`config.mk`:
```
export PLATFORM = sky130hd
export DESIGN_NAME = cpu_ctrl
export DESIGN_NICKNAME = d
export VERILOG_FILES = /design/src/rtl/cpu_pkg.sv /design/src/rtl/ctrl_regfile.sv /design/src/rtl/cpu_ctrl.sv
export SDC_FILE = /design/constraint.sdc
export NUM_CORES = 1
export LEC_CHECK = 0
export CAP_MARGIN = 20
export CELL_PAD_IN_SITES_DETAIL_PLACEMENT = 2
export CELL_PAD_IN_SITES_GLOBAL_PLACEMENT = 2
export CORE_UTILIZATION = 32
export CTS_CLUSTER_DIAMETER = 200
export DETAILED_ROUTE_END_ITERATION = 16
export PLACE_DENSITY_LB_ADDON = 0.1
export REMOVE_ABC_BUFFERS = 1
export SLEW_MARGIN = 20
export SYNTH_ARGS = -nofsm -noshare
export SYNTH_HDL_FRONTEND = slang
export SYNTH_SLANG_ARGS = --single-unit
```
`constraint.sdc`:
```
create_clock -name clk -period 1.74 [get_ports clk]
set_input_delay 0.174 -clock clk [delete_from_list [all_inputs] [get_ports clk]]
set_output_delay 0.174 -clock clk [all_outputs]
set_load 0.02 [all_outputs]
```
`src/rtl/cpu_pkg.sv`:
```
// -----------------------------------------------------------------------------
// cpu_pkg
// Shared definitions for the 8-bit CPU control unit: field widths, opcode
// values, controller state encoding and small decode helpers.
// -----------------------------------------------------------------------------
package cpu_pkg;

    localparam int OP_W      = 4;
    localparam int REG_IDX_W = 2;
    localparam int DATA_W    = 8;

    // Ops 0x0-0x7 are passed straight through to the ALU as its opcode.
    localparam logic [OP_W-1:0] OP_LDI = 4'h8;
    localparam logic [OP_W-1:0] OP_JMP = 4'h9;
    localparam logic [OP_W-1:0] OP_JZ  = 4'hA;
    localparam logic [OP_W-1:0] OP_JC  = 4'hB;
    localparam logic [OP_W-1:0] OP_MOV = 4'hC;
    localparam logic [OP_W-1:0] OP_SHA = 4'hD;
    localparam logic [OP_W-1:0] OP_NOP = 4'hE;
    localparam logic [OP_W-1:0] OP_HLT = 4'hF;

    typedef enum logic [2:0] {
        ST_FETCH,
        ST_FETCH_IMM,
        ST_EXEC,
        ST_WB,
        ST_HALT
    } ctrl_state_t;

    function automatic logic is_alu_op(input logic [OP_W-1:0] op);
        return !op[OP_W-1];
    endfunction

    function automatic logic has_imm(input logic [OP_W-1:0] op);
        return (op == OP_LDI) || (op == OP_JMP) || (op == OP_JZ) ||
               (op == OP_JC)  || (op == OP_SHA);
    endfunction

endpackage

```
`src/rtl/ctrl_regfile.sv`:
```
// -----------------------------------------------------------------------------
// ctrl_regfile
// 4 x 8-bit register file: two combinational read ports, one synchronous
// write port, asynchronous active-low clear of every entry.
//   clk, rst_n          clock / async active-low clear
//   we, waddr, wdata    write port (rising edge)
//   raddr_a / rdata_a   read port A (combinational)
//   raddr_b / rdata_b   read port B (combinational)
// -----------------------------------------------------------------------------
module ctrl_regfile
    import cpu_pkg::*;
(
    input  logic                 clk,
    input  logic                 rst_n,
    input  logic                 we,
    input  logic [REG_IDX_W-1:0] waddr,
    input  logic [DATA_W-1:0]    wdata,
    input  logic [REG_IDX_W-1:0] raddr_a,
    output logic [DATA_W-1:0]    rdata_a,
    input  logic [REG_IDX_W-1:0] raddr_b,
    output logic [DATA_W-1:0]    rdata_b
);

    logic [DATA_W-1:0] regs [1 << REG_IDX_W];

    // NOTE: this array is reset on purpose -- software relies on all registers
    // reading 0 after reset, and with four entries it stays a flop array.
    always_ff @(posedge clk or negedge rst_n) begin
        if (!rst_n) begin
            for (int i = 0; i < (1 << REG_IDX_W); i++) begin
                regs[i] <= '0;
            end
        end else if (we) begin
            regs[waddr] <= wdata;
        end
    end

    assign rdata_a = regs[raddr_a];
    assign rdata_b = regs[raddr_b];

endmodule

```
`src/rtl/cpu_ctrl.sv`:
```
// -----------------------------------------------------------------------------
// cpu_ctrl
// Multi-cycle control unit: fetches instructions (plus an optional immediate
// byte), sequences the external ALU, writes results back and evaluates
// conditional jumps on the registered zero/carry flags.
//   clk, rst_n                       clock / async active-low reset
//   mem_addr, mem_rdata              program memory (address = PC)
//   enable_alu, alu_opcode,
//   alu_a, alu_b, shamp              ALU controls and operands
//   alu_out, flag_zero, flag_carry   ALU result, sampled in WB
//   halted                           high while stopped in HALT
// -----------------------------------------------------------------------------
module cpu_ctrl
    import cpu_pkg::*;
#(
    parameter logic [DATA_W-1:0] PC_RESET = 8'h00
) (
    input  logic              clk,
    input  logic              rst_n,
    input  logic [DATA_W-1:0] mem_rdata,
    output logic [DATA_W-1:0] mem_addr,
    input  logic [DATA_W-1:0] alu_out,
    input  logic              flag_zero,
    input  logic              flag_carry,
    output logic              enable_alu,
    output logic [OP_W-1:0]   alu_opcode,
    output logic [DATA_W-1:0] alu_a,
    output logic [DATA_W-1:0] alu_b,
    output logic [DATA_W-1:0] shamp,
    output logic              halted
);

    ctrl_state_t       state_q, state_d;
    logic [DATA_W-1:0] pc_q, pc_d;
    logic [DATA_W-1:0] ir_q, ir_d;
    logic [DATA_W-1:0] imm_q, imm_d;
    logic [DATA_W-1:0] shamp_q, shamp_d;
    logic              z_q, z_d;
    logic              c_q, c_d;

    logic              rf_we;
    logic [DATA_W-1:0] rf_wdata;
    logic [DATA_W-1:0] rd_data, rs_data;

    logic [OP_W-1:0]      op;
    logic [REG_IDX_W-1:0] rd, rs;

    assign op = ir_q[DATA_W-1 -: OP_W];
    assign rd = ir_q[2*REG_IDX_W-1 -: REG_IDX_W];
    assign rs = ir_q[REG_IDX_W-1:0];

    ctrl_regfile u_regfile (
        .clk     (clk),
        .rst_n   (rst_n),
        .we      (rf_we),
        .waddr   (rd),
        .wdata   (rf_wdata),
        .raddr_a (rd),
        .rdata_a (rd_data),
        .raddr_b (rs),
        .rdata_b (rs_data)
    );

    // NOTE: every signal driven here gets its default first, so no path
    // through the case statement can leave a latch behind.
    always_comb begin
        state_d  = state_q;
        pc_d     = pc_q;
        ir_d     = ir_q;
        imm_d    = imm_q;
        shamp_d  = shamp_q;
        z_d      = z_q;
        c_d      = c_q;
        rf_we    = 1'b0;
        rf_wdata = imm_q;

        case (state_q)
            ST_FETCH: begin
                ir_d    = mem_rdata;
                pc_d    = pc_q + DATA_W'(1);
                // Decode the byte being fetched, not the stale IR.
                state_d = has_imm(mem_rdata[DATA_W-1 -: OP_W]) ? ST_FETCH_IMM : ST_EXEC;
            end
            ST_FETCH_IMM: begin
                imm_d   = mem_rdata;
                pc_d    = pc_q + DATA_W'(1);
                state_d = ST_EXEC;
            end
            ST_EXEC: begin
                if (is_alu_op(op)) begin
                    state_d = ST_WB;
                end else begin
                    state_d = ST_FETCH;
                    case (op)
                        OP_LDI: begin
                            rf_we    = 1'b1;
                            rf_wdata = imm_q;
                        end
                        OP_MOV: begin
                            rf_we    = 1'b1;
                            rf_wdata = rs_data;
                        end
                        OP_SHA: shamp_d = imm_q;
                        OP_JMP: pc_d = imm_q;
                        OP_JZ:  if (z_q) pc_d = imm_q;
                        OP_JC:  if (c_q) pc_d = imm_q;
                        OP_HLT: state_d = ST_HALT;
                        default: ;  // NOP
                    endcase
                end
            end
            ST_WB: begin
                rf_we    = 1'b1;
                rf_wdata = alu_out;
                z_d      = flag_zero;
                c_d      = flag_carry;
                state_d  = ST_FETCH;
            end
            ST_HALT: state_d = ST_HALT;
            default: state_d = ST_FETCH;
        endcase
    end

    // NOTE: state registers use non-blocking assignments so every flop samples
    // the pre-edge value of its neighbours.
    always_ff @(posedge clk or negedge rst_n) begin
        if (!rst_n) begin
            state_q <= ST_FETCH;
            pc_q    <= PC_RESET;
            ir_q    <= '0;
            imm_q   <= '0;
            shamp_q <= '0;
            z_q     <= 1'b0;
            c_q     <= 1'b0;
        end else begin
            state_q <= state_d;
            pc_q    <= pc_d;
            ir_q    <= ir_d;
            imm_q   <= imm_d;
            shamp_q <= shamp_d;
            z_q     <= z_d;
            c_q     <= c_d;
        end
    end

    // Outputs depend only on registered state (and register-file contents),
    // so they are stable across the whole EXEC cycle.
    assign enable_alu = (state_q == ST_EXEC) && is_alu_op(op);
    assign alu_opcode = (((state_q == ST_EXEC) || (state_q == ST_WB)) && is_alu_op(op)) ? op : '0;
    assign alu_a      = rd_data;
    assign alu_b      = rs_data;
    assign shamp      = shamp_q;
    assign mem_addr   = pc_q;
    assign halted     = (state_q == ST_HALT);

endmodule

```
==> results.json, run 1 <==
{
  "run_status": "finished, violations left",
  "violations": "negative setup slack",
  "ant_nets": 0,
  "cts-root-to-sink-buffers": 2,
  "syn_area_um2": 3680,
  "crit_path_top_delay_cell": "mux4_2",
  "via_per_inst": 5.54,
  "endpoint": "alu_a[7]",
  "power.total_mw": 12.6,
  "cp-end-kind": "output pin",
  "rsz0062_at_grt": "yes",
  "cts_max_level": 3,
  "crit_cells": 4,
  "crit_arrival_ps": 1660,
  "period_minus_slack_ps": 1840,
  "post-dp-hpwl_mm": 8.06,
  "rr_startpoint": "state_q[1]$_DFF_PN0_",
  "ys_ff_latch": 69,
  "max_freq_mhz": 544,
  "synth_area_leader_cell": "dfrtp_1",
  "worstSetupStartpointType": "flop",
  "hold_viol_final": 0,
  "drc_errors": 0,
  "path_max_fanout": 6,
  "wl_per_cell_um": 22.6,
  "fin_worst_skew_ps": 7.81,
  "cp_cell_sequence": "buf_12, buf_12, mux4_2, buf_6",
  "peakVddDrop_mv": 1.07,
  "criticalPathCategory": "reg2out",
  "avgSynthCellArea_um2": 11.4,
  "p_per_area_nw_per_um2": 2430,
  "multiInputGateArea_um2": 1900,
  "setup_ws_ps": -97.0,
  "floorplan.rows": 38,
  "ys_types": 52,
  "synth_cells": 324,
  "rr_worst_depth": 5,
  "grt_pass1_vias": 3398,
  "slowest_delay_ps": 500,
  "die-area_um2": 11900,
  "r2r-end": "shamp[2]$_DFFE_PN0P_",
  "core-area_um2": 11000,
  "gp_congestion": 0.759,
  "grt_first_pass_wirelength_mm": 19.8,
  "cts-root-buf": "clkbuf_16",
  "cts_made_buffers": 9,
  "regArea_um2": 1730,
  "hold_path_class": "in2async",
  "syn_to_final_growth_pct": 41.5,
  "worst-endpoint-required_ps": 1570,
  "die_x_um": 109,
  "cp_top_family": "multiplexers",
  "insertion_delay_ps": 340,
  "grt_max_degree": 70,
  "maxSlewViolCount": 0,
  "drt_wl_total_mm": 12.7,
  "start_util_pct": 33.4,
  "vias": 3119,
  "critPathBufInv": 3,
  "diodes": 0,
  "drt_first_pass_iters": 4,
  "antenna_found_initial": 0,
  "drive_gt1_share_pct": 37.8,
  "io_buffer_count": 56,
  "synthTopCellsByArea": "dfrtp_1 47%, mux4_2 9.8%, nand2_1 6.1%",
  "synthFlopType": "dfrtp_1",
  "crit_path_frequent_cell": "buf_12",
  "ys_top_cells_by_count": "69 x dfrtp_1, 60 x nand2_1, 28 x o21ai_0, 16 x mux2_2, 16 x mux4_2",
  "timing.final.crit_share_pct": 106,
  "grt_util_all_layers_pct": 23.0,
  "die_h_um": 109,
  "clock-sinks": 69,
  "reg2reg_slack_ps": -20,
  "power.leakage_nw": 2.18,
  "io_pins": 58,
  "num-nets-final": 440,
  "drt_iter0_drc": 97,
  "async_reset_ff_share_pct": 100,
  "synth_edf_count": 0,
  "drv_cap": 0,
  "gr-total-overflow": 0,
  "cts_tree": "done",
  "fill_cells": 1135,
  "ys_seq_area_share_pct": 46.9,
  "final_core_util_pct": 47.2,
  "yosysMostFrequentCell": "dfrtp_1",
  "yosys_warnings": 0,
  "finalSetupViolCount": 19,
  "cts.reportedPaths.clkPinSlew_ps": 60,
  "synth_top_area_share_pct": 46.9,
  "startpoint": "ir_q[2]$_DFFE_PN0P_"
}
-- worst min-delay path: stages --
cell	delay [ps]
dlygate4sd3_1	520
buf_2	120
buf_12	320
-- cells in the final DEF (no fill, tap or decap), types with 3 or more instances in the layout --
| cell | instances |
|---|---|
| mux4_2 | 16 |
| buf_4 | 28 |
| nand4_1 | 11 |
| o2111a_2 | 7 |
| nor3b_2 | 4 |
| mux2_4 | 8 |
| a21oi_1 | 5 |
| clkbuf_1 | 3 |
| nand3_1 | 3 |
| buf_6 | 28 |
| clkdlybuf4s50_1 | 34 |
| buf_12 | 10 |
| o21ai_0 | 14 |
| o2111ai_1 | 3 |
| mux2_2 | 16 |
| nand2_1 | 60 |
| inv_1 | 4 |
| clkdlybuf4s15_2 | 4 |
| nor2_1 | 4 |
| nand3b_1 | 9 |
| o21ai_2 | 7 |
| clkbuf_16 | 9 |
| o211ai_1 | 3 |
| o21ai_1 | 15 |
| dfrtp_1 | 68 |
-- state kept, by name (all words and copies together) (netlist names) --
register	cells
ir_q	8
u_regfile.regs	32
mem_addr	8
imm_q	8
state_q	3
c_q	1
z_q	1
shamp	8
-- cell families (layout without fill, tap and decap cells) --
group / Yosys count / after routing / share of synthesized area, %
flops: 69 / 69 / 46.9
fa+ha+maj: 1 / 1 / 0.340
simple gates: 110 / 110 / 16.6
buf+inv: 27 / 126 / 4.15
other cells: 1 / 1 / 0.102
compound gates: 76 / 76 / 14.8
mux: 40 / 40 / 17.1
-- area by class of cell --
cell class              count  area share, %
clock inverters             2          0.192
repair buffers            107           21.7
multi-input cells         228           36.5
inverters                   4          0.288
well taps                 140           3.36
clock buffers              13           4.80
flip-flops and latches     69           33.2
-- routing by layer --
metal | GRT usage [%] | part of all wire, % | vias up
li1 | - | - | 1408
met1 | 29.2 | 44 | 1636
met2 | 39.1 | 51 | 62
met3 | 5.50 | 3.5 | 13
met4 | 6.29 | 1.5 | 0
met5 | 0 | 0 | -
-- through the flow --
stage / setup TNS [ps] / setup WS, ps / std cells / hold slack, ps / cell area [µm²]
after detailed placement: -527 / -56.0 / 529 / 238 / 4580
final: -647 / -97.0 / 563 / 383 / 5210
after floorplan: -3780 / -235 / 301 / -122 / 3540
after global routing: -2500 / -134 / 563 / 441 / 5210
after CTS: -871 / -120 / 553 / 418 / 4940
after global placement: -276 / -28.6 / 529 / 236 / 4580
-- where the power goes --
group | internal [mW] | switching, mW
combinational | 3.92 | 3.72
sequential | 2.42 | 0.893
clock | 0.993 | 0.701
-- how the worst min path moves through the flow --
| stage | start | end | slack, ps |
|---|---|---|---|
| final | rst_n | shamp[4]$_DFFE_PN0P_ | 380 |
| after global routing | rst_n | shamp[4]$_DFFE_PN0P_ | 440 |
| after CTS | rst_n | u_regfile.regs[26]$_DFFE_PN0P_ | 420 |
| after detailed placement | rst_n | mem_addr[1]$_DFFE_PN0P_ | 240 |
| after global placement | rst_n | mem_addr[1]$_DFFE_PN0P_ | 240 |
| after floorplan | rst_n | c_q$_DFFE_PN0N_ | -120 |
-- what timing repair did --
action	in CTS	in global routing
cloned	1	1
resized for setup	107	70
hold endpoints to repair	69	0
buffers inserted	7	10
pin swaps	1	9
hold buffers	1	0
endpoints found under the setup margin	44	64
No activity file was read; power rests on OpenSTA's default activity.
==> run 2: changes to the inputs <==
--- a/config.mk
+++ b/config.mk
@@ -8,9 +8,11 @@
 export CAP_MARGIN = 20
 export CELL_PAD_IN_SITES_DETAIL_PLACEMENT = 2
 export CELL_PAD_IN_SITES_GLOBAL_PLACEMENT = 2
+export CORE_ASPECT_RATIO = 2
 export CORE_UTILIZATION = 32
 export CTS_CLUSTER_DIAMETER = 200
 export DETAILED_ROUTE_END_ITERATION = 16
+export HOLD_SLACK_MARGIN = 0.15
 export PLACE_DENSITY_LB_ADDON = 0.1
 export REMOVE_ABC_BUFFERS = 1
 export SLEW_MARGIN = 20
==> run 2 against run 1 <==
The flow still finishes with violations (negative setup slack). Clock-buffer cell count shrank 3. Wire length is 0.56% lower. Setup slack improved by 18 ps. Power up 0.79%. Register-to-register slack improved by 40 ps. Via count shrank 1.1%. Sequential power about the same. Combinational power decreased by 2%. Utilization decreased by 1.4 points. Clock skew decreased by 3.8 ps. Worst hold slack got worse by 29 ps. Non-clock buffer count up 1.
==> results.json, run 2 (synthesized netlist as in run 1, its figures left out) <==
{
  "run_status": "finished, violations left",
  "violations": "negative setup slack",
  "io_buffer_count": 56,
  "drv_cap": 0,
  "grt_util_all_layers_pct": 22.2,
  "p_sw_share_pct": 41.0,
  "pwr-share-clk_pct": 15.7,
  "gp_congestion": 0.770,
  "io_pins": 58,
  "crit_arrival_ps": 1650,
  "worst-endpoint-required_ps": 1570,
  "worst_pin_slew_ps": 564,
  "cts-root-to-sink-buffers": 2,
  "peakVddDrop_mv": 1.10,
  "wl_per_cell_um": 22.3,
  "grt_pass1_vias": 3558,
  "hold_viol_final": 0,
  "period_minus_slack_ps": 1820,
  "combPwrFrac_pct": 58.5,
  "die-area_um2": 12000,
  "power.net_switching_mw": 5.23,
  "cts_tree": "done",
  "diodes": 0,
  "floorplan.rows": 55,
  "seqPwrFrac_pct": 25.8,
  "cp-end-kind": "output pin",
  "grt_max_degree": 30,
  "reg2reg_slack_ps": 20,
  "timing.final.crit_share_pct": 105,
  "finalSetupViolCount": 11,
  "criticalPathCategory": "reg2out",
  "cts-root-buf": "clkbuf_16",
  "core-area_um2": 11300,
  "via_per_inst": 5.44,
  "drt_wl_total_mm": 12.7,
  "power.leakage_nw": 2.19,
  "slowest_delay_ps": 500,
  "cp_cell_sequence": "buf_12, buf_4, mux4_2, buf_6",
  "grtUsageMet1_pct": 22.7,
  "cts_made_buffers": 9,
  "cts_max_level": 3,
  "max_freq_mhz": 550,
  "top_register": "u_regfile.regs",
  "largest_reg_flops": 32,
  "path_max_fanout": 5,
  "layout_commonest_cell": "dfrtp_1",
  "antenna_found_initial": 0,
  "die_x_um": 77.8,
  "drt_first_pass_iters": 4,
  "most-common-layout-cells": "66 x dfrtp_1, 60 x nand2_1, 37 x buf_4",
  "drive_gt1_share_pct": 37.4,
  "drc_errors": 0,
  "ant_nets": 0,
  "final_core_util_pct": 45.9,
  "start_util_pct": 32.6,
  "syn_to_final_growth_pct": 40.6,
  "cts.reportedPaths.clkPinSlew_ps": 60,
  "hold_path_class": "in2async",
  "die_h_um": 154,
  "drt_iter0_drc": 85,
  "maxSlewHeadroom_pct": 62.0,
  "worstSetupStartpointType": "flop",
  "setup_ws_ps": -79.0,
  "crit_path_top_delay_cell": "mux4_2",
  "num-nets-final": 441,
  "post-place-ws_ps": -109,
  "use_met3_pct": 2.67,
  "p_int_mw": 7.52,
  "maxSlewViolCount": 0,
  "rsz0062_at_grt": "yes",
  "clock-sinks": 69,
  "gr-total-overflow": 0,
  "power.total_mw": 12.7,
  "dpl_cell_area_um2": 4630,
  "fin_worst_skew_ps": 3.97,
  "grt_first_pass_wirelength_mm": 19.7,
  "p_per_area_nw_per_um2": 2460,
  "grt-busiest-layer": "met2",
  "vias": 3086,
  "post-dp-hpwl_mm": 9.06,
  "final_area_um2": 5170,
  "grt_use_met2_pct": 43.2,
  "insertion_delay_ps": 340
}
## run 2: final timing paths
check                                          startpoint                              to  depth (start not counted)
max in group asynchronous                           rst_n  u_regfile.regs[25]$_DFFE_PN0P_                          3
max                                   ir_q[2]$_DFFE_PN0P_                        alu_a[6]                          4
min in group clk                                flag_zero                 z_q$_DFFE_PN0N_                          2
max reg2reg                          state_q[2]$_DFF_PN0_            shamp[0]$_DFFE_PN0P_                          5
min reg2reg                u_regfile.regs[13]$_DFFE_PN0P_  u_regfile.regs[13]$_DFFE_PN0P_                          2
min                                                 rst_n         mem_addr[0]$_DFFE_PN0P_                          2
## run 2: cell type report
cell class              count  area, µm²
repair buffers            108       1050
flip-flops and latches     69       1730
well taps                 142        178
clock buffers              10        239
multi-input cells         228       1870
fillers                  1191       6110
inverters                   4       15.0
clock inverters             6       86.3
## run 2: repair_timing
item,CTS,global route
endpoints found under the hold margin,17,0
hold buffers,1,0
setup buffers,3,8
gates cloned,0,2
pin swaps,2,6
gates resized for setup,85,66
setup endpoints to repair,39,72
## run 2: metrics by stage
step	hold WS, ps	setup TNS, ps	instances
after floorplan	-122	-3780	301
after global placement	191	-486	538
final	354	-360	567
after detailed placement	195	-858	538
after global routing	415	-1150	567
after CTS	374	-802	558
## run 2: layer usage
metal  vias up  part of all wire, %  wire length [µm]
met5         -                    0                 0
met1      1629                   36              4590
met2        45                   60              7570
met3        16                  1.6               202
li1       1396                    -                 -
met4         0                  2.4               301
## run 2: power by group through the flow
| stage | logic, mW | clock network, mW | registers (mW) |
|---|---|---|---|
| 2_1_floorplan | 3.42 | 0 | 3.39 |
| 3_3_place_gp | 6.70 | 0 | 3.18 |
| 3_5_place_dp | 6.87 | 0 | 3.25 |
| 4_1_cts | 6.72 | 2.05 | 3.26 |
| 5_1_grt | 7.98 | 2.10 | 3.41 |
| 6_report | 7.45 | 2.01 | 3.29 |
## run 2: critical path, delay by kind of cell, from the launching register on
| family | cells | cell delay (ps) |
|---|---|---|
| flops | 1 | 410 |
| mux | 1 | 500 |
| buf+inv | 3 | 400 |
==> run 3: changes to the inputs <==
--- a/config.mk
+++ b/config.mk
@@ -9,7 +9,7 @@
 export CELL_PAD_IN_SITES_DETAIL_PLACEMENT = 2
 export CELL_PAD_IN_SITES_GLOBAL_PLACEMENT = 2
 export CORE_ASPECT_RATIO = 2
-export CORE_UTILIZATION = 32
+export CORE_UTILIZATION = 33
 export CTS_CLUSTER_DIAMETER = 200
 export DETAILED_ROUTE_END_ITERATION = 16
 export HOLD_SLACK_MARGIN = 0.15
@@ -18,4 +18,5 @@
 export SLEW_MARGIN = 20
 export SYNTH_ARGS = -nofsm -noshare
 export SYNTH_HDL_FRONTEND = slang
+export SYNTH_HIERARCHICAL = 1
 export SYNTH_SLANG_ARGS = --single-unit
==> run 3 against run 2 <==
The flow still finishes with violations (negative setup slack). Fmax is 3.4% lower. Combinational power grew 1%. Die area decreased by 6.3%. Flip-flop and latch count stayed put. Critical path type is now reg2reg.
==> results.json, run 3 <==
{
  "run_status": "finished, violations left",
  "violations": "negative setup slack",
  "io_pins": 58,
  "drive_gt1_share_pct": 56.2,
  "criticalPathCategory": "reg2reg",
  "grt_util_all_layers_pct": 24.9,
  "ant_nets": 0,
  "top_register": "u_regfile/regs",
  "grt_pass1_vias": 3377,
  "drt_iter0_drc": 65,
  "synthFlopType": "dfrtp_1",
  "die_h_um": 149,
  "synth_cells": 268,
  "cts-root-buf": "clkbuf_16",
  "io_buffer_count": 56,
  "diodes": 0,
  "antenna_found_initial": 0,
  "floorplan.rows": 53,
  "cts_max_level": 3,
  "rr_worst_depth": 6,
  "drv_cap": 0,
  "peakVddDrop_mv": 1.75,
  "syn_to_final_growth_pct": 51.4,
  "maxSlewViolCount": 0,
  "cts_made_buffers": 9,
  "drt_first_pass_iters": 4,
  "ys_top_cells_by_count": "69 x dfrtp_1, 58 x mux2_2, 18 x o22ai_1, 16 x mux4_2, 13 x a21oi_1",
  "synth_edf_count": 0,
  "max_freq_mhz": 531,
  "r2r-end": "u_regfile/regs[20]$_DFFE_PN0P_",
  "drc_errors": 0,
  "timing.final.crit_share_pct": 108,
  "grt_first_pass_wirelength_mm": 19.6,
  "cp-end-kind": "flop",
  "fin_worst_skew_ps": 9.73,
  "reg2reg_slack_ps": -140,
  "drt_wl_total_mm": 13.2,
  "hold_ws_ps": 366,
  "maxSlewHeadroom_pct": 62.4,
  "clock-sinks": 69,
  "cts-root-to-sink-buffers": 2,
  "gp_congestion": 0.788,
  "ys_ff_latch": 69,
  "p_per_area_nw_per_um2": 2380,
  "synth_top_area_share_pct": 48.6,
  "ys_types": 49,
  "cts.reportedPaths.clkPinSlew_ps": 60,
  "grt_max_degree": 24,
  "most-common-layout-cells": "67 x dfrtp_1, 43 x mux2_2, 38 x buf_4",
  "syn_area_um2": 3550,
  "worst-endpoint-required_ps": 2010,
  "path_max_fanout": 8,
  "rr_startpoint": "ir_q[5]$_DFFE_PN0P_",
  "instances_no_fill": 518,
  "power.total_mw": 12.8,
  "wl_per_cell_um": 25.4,
  "startpoint": "ir_q[5]$_DFFE_PN0P_",
  "finalSetupViolCount": 40,
  "layout_commonest_cell": "dfrtp_1",
  "power.leakage_nw": 2.29,
  "largest_reg_flops": 32,
  "placed_cells": 491,
  "post-dp-hpwl_mm": 8.95,
  "setup_ws_ps": -142,
  "worstSetupStartpointType": "flop",
  "yosysMostFrequentCell": "dfrtp_1",
  "die-area_um2": 11200,
  "ys_seq_area_share_pct": 48.6,
  "rsz0062_at_grt": "yes",
  "async_reset_ff_share_pct": 100,
  "worst_pin_slew_ps": 563,
  "core-area_um2": 10500,
  "cts_tree": "done",
  "start_util_pct": 33.9,
  "yosys_warnings": 6,
  "period_minus_slack_ps": 1880,
  "via_per_inst": 5.54,
  "hold_viol_final": 0,
  "vias": 2870,
  "synth_area_leader_cell": "dfrtp_1",
  "hold_path_class": "in2async",
  "fin_setup_tns_ps": -2980,
  "crit_arrival_ps": 2150,
  "gr-total-overflow": 0,
  "die_x_um": 75.4,
  "insertion_delay_ps": 340,
  "synthTopCellsByArea": "dfrtp_1 49%, mux2_2 18%, mux4_2 10%",
  "num-nets-final": 397,
  "avgSynthCellArea_um2": 13.3,
  "post-place-ws_ps": -198
}
[run 3: cell types whose count changed after synthesis, moves of 5 or more]
cell | before | now
o21ai_1 | 8 | 1
mux2_2 | 16 | 58
a21oi_1 | 5 | 13
mux2_1 | 8 | 0
o22ai_1 | 2 | 18
clkbuf_1 | 6 | 1
nand2_1 | 60 | 9
o2111a_1 | 8 | 0
nand3b_1 | 9 | 1
nand4_1 | 11 | 0
o21ai_0 | 28 | 3
[run 3: routing by layer]
layer	part of all wire (%)	GRT usage (%)	routed length [µm]	vias up
met1	34	24.8	4410	1521
met3	2.3	3.93	304	31
met5	0	0	0	-
li1	-	-	-	1251
met4	3.8	11.1	497	0
met2	60	47.6	7940	67
[run 3: what timing repair did]
| action | in CTS | in global routing |
|---|---|---|
| endpoints found under the hold margin | 17 | 0 |
| endpoints found under the setup margin | 65 | 63 |
| setup buffers | 6 | 4 |
| hold buffers | 1 | 0 |
| pin swaps | 10 | 5 |
| gates resized for setup | 151 | 42 |
[run 3: worst max-delay path by stage]
stage / endpoint / slack, ps / cells after the start
floorplan: u_regfile/regs[24]$_DFFE_PN0P_ / -460 / 5
global placement: u_regfile/regs[24]$_DFFE_PN0P_ / -90 / 7
detailed placement: u_regfile/regs[24]$_DFFE_PN0P_ / -200 / 7
CTS: u_regfile/regs[25]$_DFFE_PN0P_ / -80 / 8
global route: u_regfile/regs[20]$_DFFE_PN0P_ / -200 / 6
finish: u_regfile/regs[20]$_DFFE_PN0P_ / -140 / 6
[run 3: report_power, final]
part           leakage, nW  internal, mW  switching (mW)
combinational         1.29          4.03            3.53
sequential           0.845          2.38           0.861
clock                0.154          1.30           0.720
total                 2.29          7.71            5.11
[run 3: per-stage QoR]
stage | util [%] | instance area (µm²)
floorplan | - | 3470
global placement | 44.1 | 4630
detailed placement | 44.1 | 4630
CTS | 49.7 | 5210
global route | 51.3 | 5380
finish | 51.3 | 5380
[run 3: logic make-up after synthesis]
| family | synth area share [%] |
|---|---|
| flops | 48.6 |
| simple gates | 10.3 |
| compound gates | 8.70 |
| fa+ha+maj | 0.352 |
| buf+inv | 2.89 |
| mux | 29.1 |
| other cells | 0.106 |
[run 3: cell type report]
| class | count | area [µm²] |
|---|---|---|
| sequential | 69 | 1730 |
| tap | 137 | 171 |
| clock inverter | 3 | 68.8 |
| timing repair buffer | 111 | 1120 |
| multi-input combinational | 180 | 2020 |
| clock buffer | 13 | 250 |
| fill | 1043 | 5100 |
| inverter | 5 | 18.8 |
[run 3: critical path: stages (launching register included)]
cell and delay [ps]:
dfrtp_1 410, buf_6 130, nor4bb_4 350, buf_4 310, o22ai_2 110, a21oi_2 280
mux2_2 230
